## src/rtl/uart_receiver_pkg.sv

```systemverilog
// Shared definitions for the 8N1 UART receive path: frame size, FSM states and the
// oversample divider formula (also used by the transmit side).
package uart_receiver_pkg;

    localparam int FRAME_DATA_BITS    = 8;
    localparam int DEFAULT_OVERSAMPLE = 16;

    typedef enum logic [2:0] {
        ST_IDLE,
        ST_START,
        ST_DATA,
        ST_STOP,
        ST_BREAK
    } rx_state_e;

    function automatic int tick_divisor(input int clk_hz, input int baud, input int os);
        int d;
        d = clk_hz / (baud * os);
        return (d < 1) ? 1 : d;
    endfunction

endpackage

```

## src/rtl/uart_receiver_oversample_tick.sv

```systemverilog
// Oversample tick generator: free-running 0..DIV-1 divider, one-cycle tick on wrap.
// restart_i re-phases the divider so bit sampling lines up with the start edge.
module uart_receiver_oversample_tick #(
    parameter int DIV = 10
) (
    input  logic clock,
    input  logic reset,
    input  logic restart_i,
    output logic tick_o
);
    localparam int            CW   = (DIV > 1) ? $clog2(DIV) : 1;
    localparam logic [CW-1:0] LAST = CW'(DIV - 1);

    logic [CW-1:0] cnt_q;

    always_ff @(posedge clock or posedge reset) begin
        if (reset)                          cnt_q <= '0;
        else if (restart_i || cnt_q == LAST) cnt_q <= '0;
        else                                cnt_q <= cnt_q + CW'(1);
    end

    assign tick_o = (cnt_q == LAST);

endmodule

```

## src/rtl/uart_receiver.sv

```systemverilog
// 8N1 UART receiver: synchronizes the line, majority-samples each bit mid-way and
// hands completed bytes over a held valid/taken handshake with framing/overrun pulses.
module uart_receiver
    import uart_receiver_pkg::*;
#(
    parameter int CLOCK_FREQ = 50_000_000,
    parameter int BAUD_RATE  = 9600,
    parameter int OVERSAMPLE = DEFAULT_OVERSAMPLE
) (
    input  logic                       clock,
    input  logic                       reset,
    input  logic                       data_in,
    input  logic                       data_taken,
    output logic [FRAME_DATA_BITS-1:0] data_out,
    output logic                       data_valid,
    output logic                       framing_error,
    output logic                       overrun,
    output logic                       busy
);
    localparam int DIV = tick_divisor(CLOCK_FREQ, BAUD_RATE, OVERSAMPLE);
    localparam int SW  = $clog2(OVERSAMPLE);
    localparam int BW  = $clog2(FRAME_DATA_BITS);

    localparam logic [SW-1:0] S_LO     = SW'(OVERSAMPLE / 2 - 1);
    localparam logic [SW-1:0] S_MID    = SW'(OVERSAMPLE / 2);
    localparam logic [SW-1:0] S_DEC    = SW'(OVERSAMPLE / 2 + 1);
    localparam logic [SW-1:0] S_END    = SW'(OVERSAMPLE - 1);
    localparam logic [BW-1:0] LAST_BIT = BW'(FRAME_DATA_BITS - 1);

    rx_state_e                  state_q;
    logic                       sync_q, rx_s_q, rx_prev_q;
    logic [SW-1:0]              s_q;
    logic [BW-1:0]              bit_q;
    logic [1:0]                 samp_q;
    logic [FRAME_DATA_BITS-1:0] shift_q, data_q;
    logic                       valid_q, ferr_q, ovr_q, busy_q;

    logic tick, start_edge, decide, bit_end, bit_d;

    assign start_edge = (state_q == ST_IDLE) && rx_prev_q && !rx_s_q;
    assign decide     = tick && (s_q == S_DEC);
    assign bit_end    = tick && (s_q == S_END);
    // Two early samples plus the live one at the decision tick form the 2-of-3 vote.
    assign bit_d      = (samp_q[0] & samp_q[1]) | (samp_q[0] & rx_s_q) | (samp_q[1] & rx_s_q);

    uart_receiver_oversample_tick #(.DIV(DIV)) u_tick (
        .clock     (clock),
        .reset     (reset),
        .restart_i (start_edge),
        .tick_o    (tick)
    );

    always_ff @(posedge clock or posedge reset) begin
        if (reset) begin
            sync_q    <= 1'b1;
            rx_s_q    <= 1'b1;
            rx_prev_q <= 1'b1;
            state_q   <= ST_IDLE;
            s_q       <= '0;
            bit_q     <= '0;
            samp_q    <= '0;
            shift_q   <= '0;
            data_q    <= '0;
            valid_q   <= 1'b0;
            ferr_q    <= 1'b0;
            ovr_q     <= 1'b0;
            busy_q    <= 1'b0;
        end else begin
            sync_q    <= data_in;
            rx_s_q    <= sync_q;
            rx_prev_q <= rx_s_q;
            ferr_q    <= 1'b0;
            ovr_q     <= 1'b0;
            if (data_taken) valid_q <= 1'b0;
            if (tick) begin
                if (s_q == S_LO)  samp_q[0] <= rx_s_q;
                if (s_q == S_MID) samp_q[1] <= rx_s_q;
                s_q <= (s_q == S_END) ? '0 : s_q + SW'(1);
            end
            case (state_q)
                ST_IDLE: if (start_edge) begin
                    state_q <= ST_START;
                    busy_q  <= 1'b1;
                    s_q     <= '0;
                end
                ST_START: begin
                    if (decide && bit_d) begin
                        state_q <= ST_IDLE;
                        busy_q  <= 1'b0;
                    end else if (bit_end) begin
                        state_q <= ST_DATA;
                        bit_q   <= '0;
                    end
                end
                ST_DATA: begin
                    if (decide) shift_q <= {bit_d, shift_q[FRAME_DATA_BITS-1:1]};
                    if (bit_end) begin
                        if (bit_q == LAST_BIT) state_q <= ST_STOP;
                        bit_q <= bit_q + BW'(1);
                    end
                end
                // Leaving at stop mid-point lets a following start bit be caught with no idle gap.
                ST_STOP: if (decide) begin
                    busy_q <= 1'b0;
                    if (!bit_d) begin
                        ferr_q  <= 1'b1;
                        state_q <= ST_BREAK;
                    end else begin
                        state_q <= ST_IDLE;
                        if (!valid_q || data_taken) begin
                            data_q  <= shift_q;
                            valid_q <= 1'b1;
                        end else begin
                            ovr_q <= 1'b1;
                        end
                    end
                end
                ST_BREAK: if (rx_s_q) state_q <= ST_IDLE;
                default:  state_q <= ST_IDLE;
            endcase
        end
    end

    assign data_out      = data_q;
    assign data_valid    = valid_q;
    assign framing_error = ferr_q;
    assign overrun       = ovr_q;
    assign busy          = busy_q;

endmodule

```

## config.mk

```make
export PLATFORM = sky130hd
export DESIGN_NAME = uart_receiver
export DESIGN_NICKNAME = d
export VERILOG_FILES = /design/src/rtl/uart_receiver_pkg.sv /design/src/rtl/uart_receiver_oversample_tick.sv /design/src/rtl/uart_receiver.sv
export SDC_FILE = /design/constraint.sdc
export NUM_CORES = 1
export LEC_CHECK = 0
export BUFFER_PORTS_ARGS = -buffer_cell sky130_fd_sc_hd__buf_2
export CORE_MARGIN = 5
export CORE_UTILIZATION = 25
export CTS_CLUSTER_DIAMETER = 150
export DETAILED_ROUTE_END_ITERATION = 8
export HOLD_SLACK_MARGIN = 0.03
export PLACE_DENSITY_LB_ADDON = 0.2
export RECOVER_POWER = 100
export SYNTH_ARGS = -nofsm -noshare
export SYNTH_HDL_FRONTEND = slang
export SYNTH_SLANG_ARGS = --single-unit
```

## constraint.sdc

```tcl
create_clock -name clock -period 2.99 [get_ports clock]
set_input_delay 0 -clock clock [delete_from_list [all_inputs] [get_ports clock]]
set_output_delay 0 -clock clock [all_outputs]
set_load 0.02 [all_outputs]
```

# --- After elaboration in Yosys (flattened, before gate mapping) ---
# Cells that the tools add are included.
# Widths: inputs -> output; s select.
word_totals:
  register_bits: 44
  in_bits: 4
  out_inout_bits: 12
op_classes:
  addsub: 3
  eq_ne: 19
  mux: 34
  bitwise: 5
  reduce_logical: 19
ops:
  columns: ["operator", "n"]
  rows:
  - ["$mux 3", 11]
  - ["$mux 4", 4]
  - ["$mux 1", 15]
  - ["$pmux 3 s5", 1]
  - ["$ne 2x2->1 const B", 7]
  - ["$eq 4x4->1 const B", 3]
  - ["$reduce_and 4->1", 3]
  - ["$add 9x1->9 const B", 1]
  - ["$eq 9x9->1 const B", 1]
  - ["$mux 9", 1]
  - ["$eq 3x2->1 const B", 2]
  - ["$eq 3x3->1 const B", 2]
  - ["$pmux 3 s2", 1]
  - ["$reduce_and 2->1", 3]
  - ["$reduce_and 6->1", 1]
  - ["$logic_and 1x1->1", 5]
  - ["$add 4x1->4 const B", 1]
  - ["$eq 4x3->1 const B", 1]
  - ["$add 3x1->3 const B", 1]
  - ["$and 1x1->1", 3]
  - ["$eq 3x1->1 const B", 1]
  - ["$logic_not 3->1", 1]
  - ["$ne 3x3->1 const B", 1]
  - ["$pmux 1 s3", 1]
  - ["6 further kinds", 9]

# --- Depth between registers and ports, before layout ---
# Gate-level depths: netlist of run 1.
depth:
  word_depth: 6
  mapped_depth: 8
  ltp_nobuf: 6

# --- Cells and area by module ---
# From an unflattened synthesis of run 1, not the netlist that was laid out.
unflattened:
  hier_cells: 165
  area_unflattened_um2: 1978.1
modules_own_cells:
  columns: ["mod", "n_inst", "cells_each", "area_per_inst_um2"]
  rows:
  - ["uart_receiver", 1, 116, 1510.2]
  - ["uart_receiver_oversample_tick", 1, 49, 467.9]

# --- Least setup slack after synthesis of run 1 ---
# OpenSTA, ideal clock, no wires.
synth_timing:
  path_type: "reg2reg"
  from: "register u_tick.cnt_q[0]"
  to: "register data_q[0] (netlist: data_out[0])"
  setup_ns: 0.127
  arrival_ns: 1.710
  slack_ns: 1.152
  stages_incl_launch_ff: 9
  n_path_buf: 2
  period_less_slack_ns: 1.838
  cell_sequence: "dfrtp_1 > inv_1 > ha_1 > and4b_1 > and2_1 > buf_4 > and4_1 > buf_6 > mux2_1"
synth_between:
  elab_chain_len: 3
synth_lines:
  columns: ["item", "line_no", "rtl"]
  rows:
  - ["start, declared", "uart_receiver_oversample_tick.sv:14", "logic [CW-1:0] cnt_q;"]
  - ["start signal, assigned", "uart_receiver_oversample_tick.sv:19", "else cnt_q <= cnt_q + CW'(1);"]
  - ["$eq 9x9->1", "uart_receiver_oversample_tick.sv:22", "assign tick_o = (cnt_q == LAST);"]
  - ["$logic_and 1x1->1", "uart_receiver.sv:41", "assign decide = tick && (s_q == S_DEC);"]
  - ["$reduce_and 4->1 (no line)", null, null]
  - ["end signal, assigned", "uart_receiver.sv:111", "data_q <= shift_q;"]
  - ["end, declared", "uart_receiver.sv:35", "logic [FRAME_DATA_BITS-1:0] shift_q, data_q;"]
# Every way passes these cells.
# A chain may end at the register's enable or synchronous reset.

# --- Final worst setup path of run 1 ---
layout_timing:
  from: "register u_tick.cnt_q[0]"
  to: "register shift_q[0]"
layout_between:
  elab_chain_len: 3
layout_lines:
  columns: ["item", "line_no", "rtl"]
  rows:
  - ["$eq 9x9->1", "uart_receiver_oversample_tick.sv:22", null]
  - ["$logic_and 1x1->1", "uart_receiver.sv:41", null]
  - ["$reduce_and 2->1 (no line)", null, null]
  - ["end signal, assigned", "uart_receiver.sv:96", "if (decide) shift_q <= {bit_d, shift_q[FRAME_DATA_BITS-1:1]};"]
  - ["end, declared", "uart_receiver.sv:35", null]
# Every way passes these cells.

==> results of run 1 <==
-- what timing repair did --
item | in CTS | in global routing
hold endpoints to repair | 44 | 0
setup buffers | 0 | 0
hold buffers | 3 | 0
-- state kept, by name, indices dropped and copies added, names as in the netlist --
| name | count |
|---|---|
| bit_q | 3 |
| busy | 1 |
| data_out | 8 |
| data_valid | 1 |
| framing_error | 1 |
| overrun | 1 |
| rx_prev_q | 1 |
| rx_s_q | 1 |
| s_q | 4 |
| samp_q | 2 |
| shift_q | 8 |
| state_q | 3 |
| sync_q | 1 |
| u_tick.cnt_q | 9 |
-- kinds of logic (layout without fill, tap and decap cells) --
logic type | Yosys count | after routing
AND/OR/NAND/NOR | 66 | 66
XOR/XNOR | 8 | 8
AO/OA/AOI/OAI | 19 | 19
adder cells (fa/ha/maj) | 8 | 8
flip-flops | 44 | 44
multiplexers | 18 | 18
buffers and inverters | 12 | 33
-- metrics by stage --
| stage | cell area, um^2 | power [W] | std cells | hold WS, ns |
|---|---|---|---|---|
| floorplan | 2058 | 0.0008418 | 175 | 0.004478 |
| global placement | 2242 | 0.0008917 | 290 | 0.1136 |
| detailed placement | 2242 | 0.0008929 | 290 | 0.1132 |
| CTS | 2387 | 0.001377 | 301 | 0.3386 |
| global route | 2350 | 0.001430 | 301 | 0.3409 |
| finish | 2350 | 0.001350 | 301 | 0.3421 |
-- Yosys cell counts --
cell,number
sky130_fd_sc_hd__mux2_2,10
sky130_fd_sc_hd__nand2_1,10
sky130_fd_sc_hd__dfstp_2,3
sky130_fd_sc_hd__xnor2_1,1
sky130_fd_sc_hd__o21ai_0,5
sky130_fd_sc_hd__nand2b_1,1
sky130_fd_sc_hd__a211oi_1,1
sky130_fd_sc_hd__a2111o_1,1
sky130_fd_sc_hd__a31oi_1,1
sky130_fd_sc_hd__a22o_1,1
sky130_fd_sc_hd__and3b_1,3
sky130_fd_sc_hd__inv_1,5
sky130_fd_sc_hd__nand4_1,2
sky130_fd_sc_hd__nor3_1,3
sky130_fd_sc_hd__mux2_1,8
sky130_fd_sc_hd__nor4b_4,1
sky130_fd_sc_hd__and2_1,2
sky130_fd_sc_hd__dfrtp_1,41
sky130_fd_sc_hd__nor2_1,15
sky130_fd_sc_hd__and4b_1,1
sky130_fd_sc_hd__xor2_1,7
sky130_fd_sc_hd__and4_1,2
sky130_fd_sc_hd__nand4b_1,2
sky130_fd_sc_hd__o31ai_1,1
sky130_fd_sc_hd__nor3b_1,4
sky130_fd_sc_hd__ha_1,7
sky130_fd_sc_hd__o2bb2ai_1,1
sky130_fd_sc_hd__and3_1,5
sky130_fd_sc_hd__clkbuf_1,5
sky130_fd_sc_hd__nor2b_1,2
sky130_fd_sc_hd__a221o_1,3
sky130_fd_sc_hd__nor4_1,1
sky130_fd_sc_hd__buf_4,1
sky130_fd_sc_hd__maj3_1,1
sky130_fd_sc_hd__nand3_1,9
sky130_fd_sc_hd__nand4_4,1
sky130_fd_sc_hd__a21oi_1,5
sky130_fd_sc_hd__buf_6,1
sky130_fd_sc_hd__nand3b_1,2
-- power groups by stage --
stage | sequential, W | clock, W | combinational [W]
global placement | 0.000734 | 0 | 0.000158
global route | 0.000734 | 0.000509 | 0.000187
CTS | 0.000722 | 0.000490 | 0.000166
detailed placement | 0.000734 | 0 | 0.000159
finish | 0.000721 | 0.000472 | 0.000157
floorplan | 0.000716 | 0 | 0.000125
-- layout by cell type (no fill, tap or decap), types with 7 or more instances in the layout --
master and instances:
sky130_fd_sc_hd__dfrtp_1 41, sky130_fd_sc_hd__xor2_1 7, sky130_fd_sc_hd__nor2_1 15, sky130_fd_sc_hd__mux2_1 8
sky130_fd_sc_hd__nand3_1 9, sky130_fd_sc_hd__clkbuf_1 14, sky130_fd_sc_hd__ha_1 7, sky130_fd_sc_hd__mux2_2 10
sky130_fd_sc_hd__nand2_1 10
-- layout make-up --
type,instances,area [um^2]
Fill cell,874,5784
Sequential cell,44,1105
Multi-Input combinational cell,119,882.1
Tap cell,105,131.4
Timing Repair Buffer,20,97.59
Clock buffer,5,68.82
Clock inverter,3,46.29
Inverter,5,18.77
-- metal layers --
layer  share of wire [%]  vias to the layer above  routed length [um]  global-route usage [%]
met3                 4.3                        5                 169                   2.215
met5                   0                        -                   0                       0
met2                  45                       19                1779                   13.01
li1                    -                      663                   -                       -
met4                 2.2                        0                  86                   4.041
met1                  49                      662                1933                   11.53
-- worst min path at each step --
| stage | start | end | slack [ns] | cells after the start |
|---|---|---|---|---|
| 3_3_place_gp | data_in | sync_q | 0.11 | 1 |
| 3_5_place_dp | data_in | sync_q | 0.11 | 1 |
| 2_1_floorplan | data_in | sync_q | 0.004 | 0 |
| 4_1_cts | data_in | sync_q | 0.34 | 2 |
| 5_1_grt | data_in | sync_q | 0.34 | 2 |
| 6_report | data_in | sync_q | 0.34 | 2 |
==> impl_metrics.env, run 1 <==
export IMPL_routed_wirelength_mm=3.968
export IMPL_pin_count_of_the_biggest_net_entering_global_routing=45
export IMPL_critPathArrivalTime_ns=2.55
export IMPL_synthesis_yosys_warnings=0
export IMPL_synth_seq_cells=44
export IMPL_synth_compound_area_share_pct=6.322
export IMPL_grt_use_total_pct=8.633
export IMPL_clkSinkCount=44
export IMPL_clk_pin_slew_ns=0.09
export IMPL_drv_cap=1
export IMPL_path_delay_family="simple AND/OR/NAND/NOR gates"
export IMPL_fmax_ghz=0.4243
export IMPL_drt_initial_drc_count=22
export IMPL_dp_worst_setup_slack_ns=0.8359
export IMPL_synth_seq_area_share_pct=53.68
export IMPL_fin_worst_skew_ns=0.009267
export IMPL_leakage_nw=1.076
export IMPL_cp_launch_type="flip-flop"
export IMPL_tritoncts="built"
export IMPL_setup_worst_path_class="reg2reg"
export IMPL_p_int_w=0.0009738
export IMPL_crit_path_max_incr_delay_ns=0.46
export IMPL_crit_path_start="u_tick.cnt_q[0]"
export IMPL_final_max_slew_viol_count=45
export IMPL_min_period_ns=2.357
export IMPL_postSynthNetCount=186
export IMPL_rr_startpoint="u_tick.cnt_q[0]"
export IMPL_power_share_switching_pct=27.86
export IMPL_hold_violation_count_in_the_final_report=0
export IMPL_post_synth_xor_area_fraction_pct=3.404
export IMPL_htree_num_levels=2
export IMPL_seqPwrFrac_pct=53.4
export IMPL_grt_pass1_vias=1375
export IMPL_share_comb_of_total_power_pct=11.6
export IMPL_outcome="finished with violations"
export IMPL_core_area_mm2=0.008134
export IMPL_netlist_area_mm2=0.002058
export IMPL_post_synth_mux_area_share_pct=9.848
export IMPL_ios=16
export IMPL_fin_nets=206
export IMPL_synth_area_per_cell_um2=11.76
export IMPL_grt_pass1_wl_mm=6.948
export IMPL_cp_slowest_cell="sky130_fd_sc_hd__nand4_1"
export IMPL_rsz0062_at_grt="no"
export IMPL_post_route_cells_drive_above_1_share_pct=12.24
export IMPL_dp_final_hpwl_mm=2.658
export IMPL_critical_path_cell_chain="inv_1 -> ha_1 -> and4b_1 -> and2_1 -> clkbuf_1 -> nand4_1 -> mux2_2"
export IMPL_power_ir_vdd_worst_v=0.0001696
export IMPL_globalRouteOverflowTotal=0
export IMPL_final_setup_tns_ns=0
export IMPL_crit_path_max_fanout=9
export IMPL_failed_checks="capacitance limit, slew limit"
export IMPL_cts_resized=0
export IMPL_insertion_delay_ns=0.30
export IMPL_power_per_cell_area_mw_per_mm2=574.5
export IMPL_wl_per_cell_um=13.18
export IMPL_place_gp_congestion=0.7936
export IMPL_initial_core_utilization_pct=25.30
export IMPL_worst_r2r_endpoint="shift_q[0]"
export IMPL_crit_cells=7
export IMPL_endpoint="shift_q[0]"
export IMPL_drt_first_pass_iters=4
export IMPL_worstSetupEndpointType="flip-flop"
export IMPL_timing_reg2reg_setup_slack_ns=0.63
export IMPL_fp_dieArea_mm2=0.01015
export IMPL_synth_cell_types=39
export IMPL_vias=1349
export IMPL_synthSimpleGateAreaFrac_pct=19.27
export IMPL_max_slew_worst_pin_slew_ns=1.644
export IMPL_die_h_um=100.7
export IMPL_worst_r2r_cell_count=7
export IMPL_syn_inst=175
export IMPL_rows=33
export IMPL_synthAdderAreaFrac_pct=4.742
export IMPL_final_util_pct=28.89
export IMPL_synthDominantCellAreaShare_pct=49.85
export IMPL_p_sw_w=0.0003761
export IMPL_numCtsBuffers=5
export IMPL_synth_largest_area_cell="sky130_fd_sc_hd__dfrtp_1"
export IMPL_timing_final_crit_share_pct=78.82
export IMPL_critical_path_buf_inv_count=2
export IMPL_diodes=0
export IMPL_clkPwrFrac_pct=35.0
export IMPL_setup_violations=0
export IMPL_port_buffer_count=15
export IMPL_largest_family_of_logic_cells_by_synthesized_area="simple AND/OR/NAND/NOR gates"
export IMPL_antenna_found_initial=0
export IMPL_ctsLongestPathBuffers=2
export IMPL_syn2layout_area_growth_pct=14.16
export IMPL_finalWorstSetupSlack_ns=0.6334
export IMPL_cp_data_required_time_ns=3.18
export IMPL_relSlewSlack_pct=-9.743
export IMPL_vias_per_cell=4.482
export IMPL_synth_top_cells_by_area="sky130_fd_sc_hd__dfrtp_1 (50%), sky130_fd_sc_hd__mux2_2 (5.5%), sky130_fd_sc_hd__mux2_1 (4.4%)"
export IMPL_final_antenna_net_count=0
export IMPL_cts_root_buf="sky130_fd_sc_hd__clkbuf_8"
export IMPL_die_width_um=100.7
export IMPL_hp_class="in2reg"
export IMPL_drt_drc_violations_left=0
Note: power is estimated with default switching activity, not from simulation.
==> inputs of run 2 (changes only) <==
==> constraint.sdc (replaced) <==
create_clock -name clock -period 2.1 [get_ports clock]
set_input_delay 0 -clock clock [delete_from_list [all_inputs] [get_ports clock]]
set_output_delay 0 -clock clock [all_outputs]
set_load 0.02 [all_outputs]
==> run 2 against run 1 <==
The flow now finishes without violations. Utilization increased by 1.1 points. First-iteration DRC count grew 82%. Highest routed layer unchanged. Worst hold slack worse by 0.069 ns.
==> impl_metrics.env, run 2 (synthesis results as in run 1) <==
export IMPL_grt_pass1_wl_mm=6.893
export IMPL_insertion_delay_ns=0.30
export IMPL_ios=16
export IMPL_fmax_ghz=0.5153
export IMPL_syn2layout_area_growth_pct=18.36
export IMPL_clkSinkCount=44
export IMPL_worstSetupEndpointType="flip-flop"
export IMPL_outcome="complete, no violations"
export IMPL_leakage_nw=1.138
export IMPL_core_area_mm2=0.008134
export IMPL_fin_worst_skew_ns=0.005680
export IMPL_pin_count_of_the_biggest_net_entering_global_routing=20
export IMPL_power_ir_vdd_worst_v=0.0002541
export IMPL_numCtsBuffers=5
export IMPL_grt_use_total_pct=8.643
export IMPL_critPathArrivalTime_ns=2.13
export IMPL_crit_path_start="u_tick.cnt_q[0]"
export IMPL_vias_per_cell=4.469
export IMPL_worst_r2r_endpoint="bit_q[1]"
export IMPL_clk_pin_slew_ns=0.09
export IMPL_drt_first_pass_iters=4
export IMPL_largest_register_ff_count=9
export IMPL_cts_setup_buffers=0
export IMPL_cts_root_buf="sky130_fd_sc_hd__clkbuf_8"
export IMPL_hp_class="in2async"
export IMPL_cts_resized=0
export IMPL_setup_worst_path_class="reg2reg"
export IMPL_post_route_cells_drive_above_1_share_pct=16.50
export IMPL_routed_wirelength_mm=3.909
export IMPL_final_max_slew_viol_count=0
export IMPL_initial_core_utilization_pct=25.30
export IMPL_relSlewSlack_pct=31.55
export IMPL_final_util_pct=29.95
export IMPL_min_period_ns=1.940
export IMPL_timing_reg2reg_setup_slack_ns=0.16
export IMPL_die_width_um=100.7
export IMPL_largest_register="u_tick.cnt_q"
export IMPL_tritoncts="built"
export IMPL_max_slew_worst_pin_slew_ns=1.027
export IMPL_setup_violations=0
export IMPL_rr_startpoint="u_tick.cnt_q[0]"
export IMPL_hold_buffers=3
export IMPL_final_setup_tns_ns=0
export IMPL_final_antenna_net_count=0
export IMPL_grt_pass1_vias=1417
export IMPL_worst_r2r_cell_count=6
export IMPL_cp_data_required_time_ns=2.29
export IMPL_vias=1390
export IMPL_drt_drc_violations_left=0
export IMPL_drv_cap=0
export IMPL_crit_path_max_fanout=6
export IMPL_endpoint="bit_q[1]"
export IMPL_final_common_cell="sky130_fd_sc_hd__dfrtp_1"
export IMPL_die_h_um=100.7
export IMPL_ctsLongestPathBuffers=2
export IMPL_hold_violation_count_in_the_final_report=0
export IMPL_diodes=0
export IMPL_rows=33
export IMPL_fp_dieArea_mm2=0.01015
export IMPL_globalRouteOverflowTotal=0
export IMPL_htree_num_levels=2
export IMPL_cp_launch_type="flip-flop"
export IMPL_place_gp_congestion=0.7544
export IMPL_rsz0062_at_grt="no"
export IMPL_timing_final_crit_share_pct=92.40
export IMPL_layout_common_cells="sky130_fd_sc_hd__dfrtp_1 (41), sky130_fd_sc_hd__nor2_1 (15), sky130_fd_sc_hd__clkbuf_1 (15)"
export IMPL_antenna_found_initial=0
export IMPL_fin_nets=216
export IMPL_power_per_cell_area_mw_per_mm2=790.3
export IMPL_port_buffer_count=15
export IMPL_wl_per_cell_um=12.57
export IMPL_drt_initial_drc_count=40
export IMPL_dp_final_hpwl_mm=2.802
## run 2: worst max-delay path: stages (launching register included)
cell	delay, ns
sky130_fd_sc_hd__dfrtp_1	0.43
sky130_fd_sc_hd__inv_1	0.08
sky130_fd_sc_hd__ha_1	0.13
sky130_fd_sc_hd__and4b_1	0.27
sky130_fd_sc_hd__nand2_1	0.09
sky130_fd_sc_hd__a2111o_1	0.46
sky130_fd_sc_hd__a221o_1	0.37
## run 2: final cells by class
type / instances / area, um^2
inverters: 5 / 18.77
well taps: 105 / 131.4
clock buffers: 5 / 68.82
repair buffers: 30 / 168.9
clock inverters: 3 / 46.29
flip-flops and latches: 44 / 1105
multi-input cells: 119 / 897.1
fillers: 847 / 5698
## run 2: report_power, final
| group | internal [W] | switching (W) | total, W |
|---|---|---|---|
| Combinational | 0.000110 | 0.000131 | 0.000242 |
| Sequential | 0.000923 | 0.0000918 | 0.00101 |
| Clock | 0.000358 | 0.000310 | 0.000669 |
| Total | 0.00139 | 0.000534 | 0.00193 |
## run 2: worst min path at each step
stage                  end  slack [ns]  depth (start not counted)
6_report        shift_q[7]        0.27                          3
5_1_grt        data_out[5]        0.32                          3
4_1_cts        data_out[5]        0.18                          3
3_5_place_dp   data_out[5]       -0.03                          2
3_3_place_gp   data_out[5]       -0.04                          2
2_1_floorplan       sync_q       0.004                          0
## run 2: stage by stage
stage | cells | total power, W | setup WS, ns | area (um^2) | hold WS, ns
after global routing | 311 | 0.002062 | 0.04830 | 2436 | 0.3160
after CTS | 311 | 0.001968 | 0.1501 | 2462 | 0.1831
after floorplan | 175 | 0.001199 | 0.2624 | 2058 | 0.004478
after global placement | 300 | 0.001283 | 0.2047 | 2317 | -0.03792
after detailed placement | 300 | 0.001279 | 0.1648 | 2317 | -0.03331
final | 311 | 0.001925 | 0.1595 | 2436 | 0.2734
## run 2: layer usage
layer | vias to the layer above | GRT usage, % | part of all wire (%)
met2 | 33 | 12.71 | 44
met4 | 0 | 3.938 | 2.2
li1 | 685 | - | -
met5 | - | 0 | 0
met1 | 666 | 11.57 | 48
met3 | 6 | 2.699 | 6.0
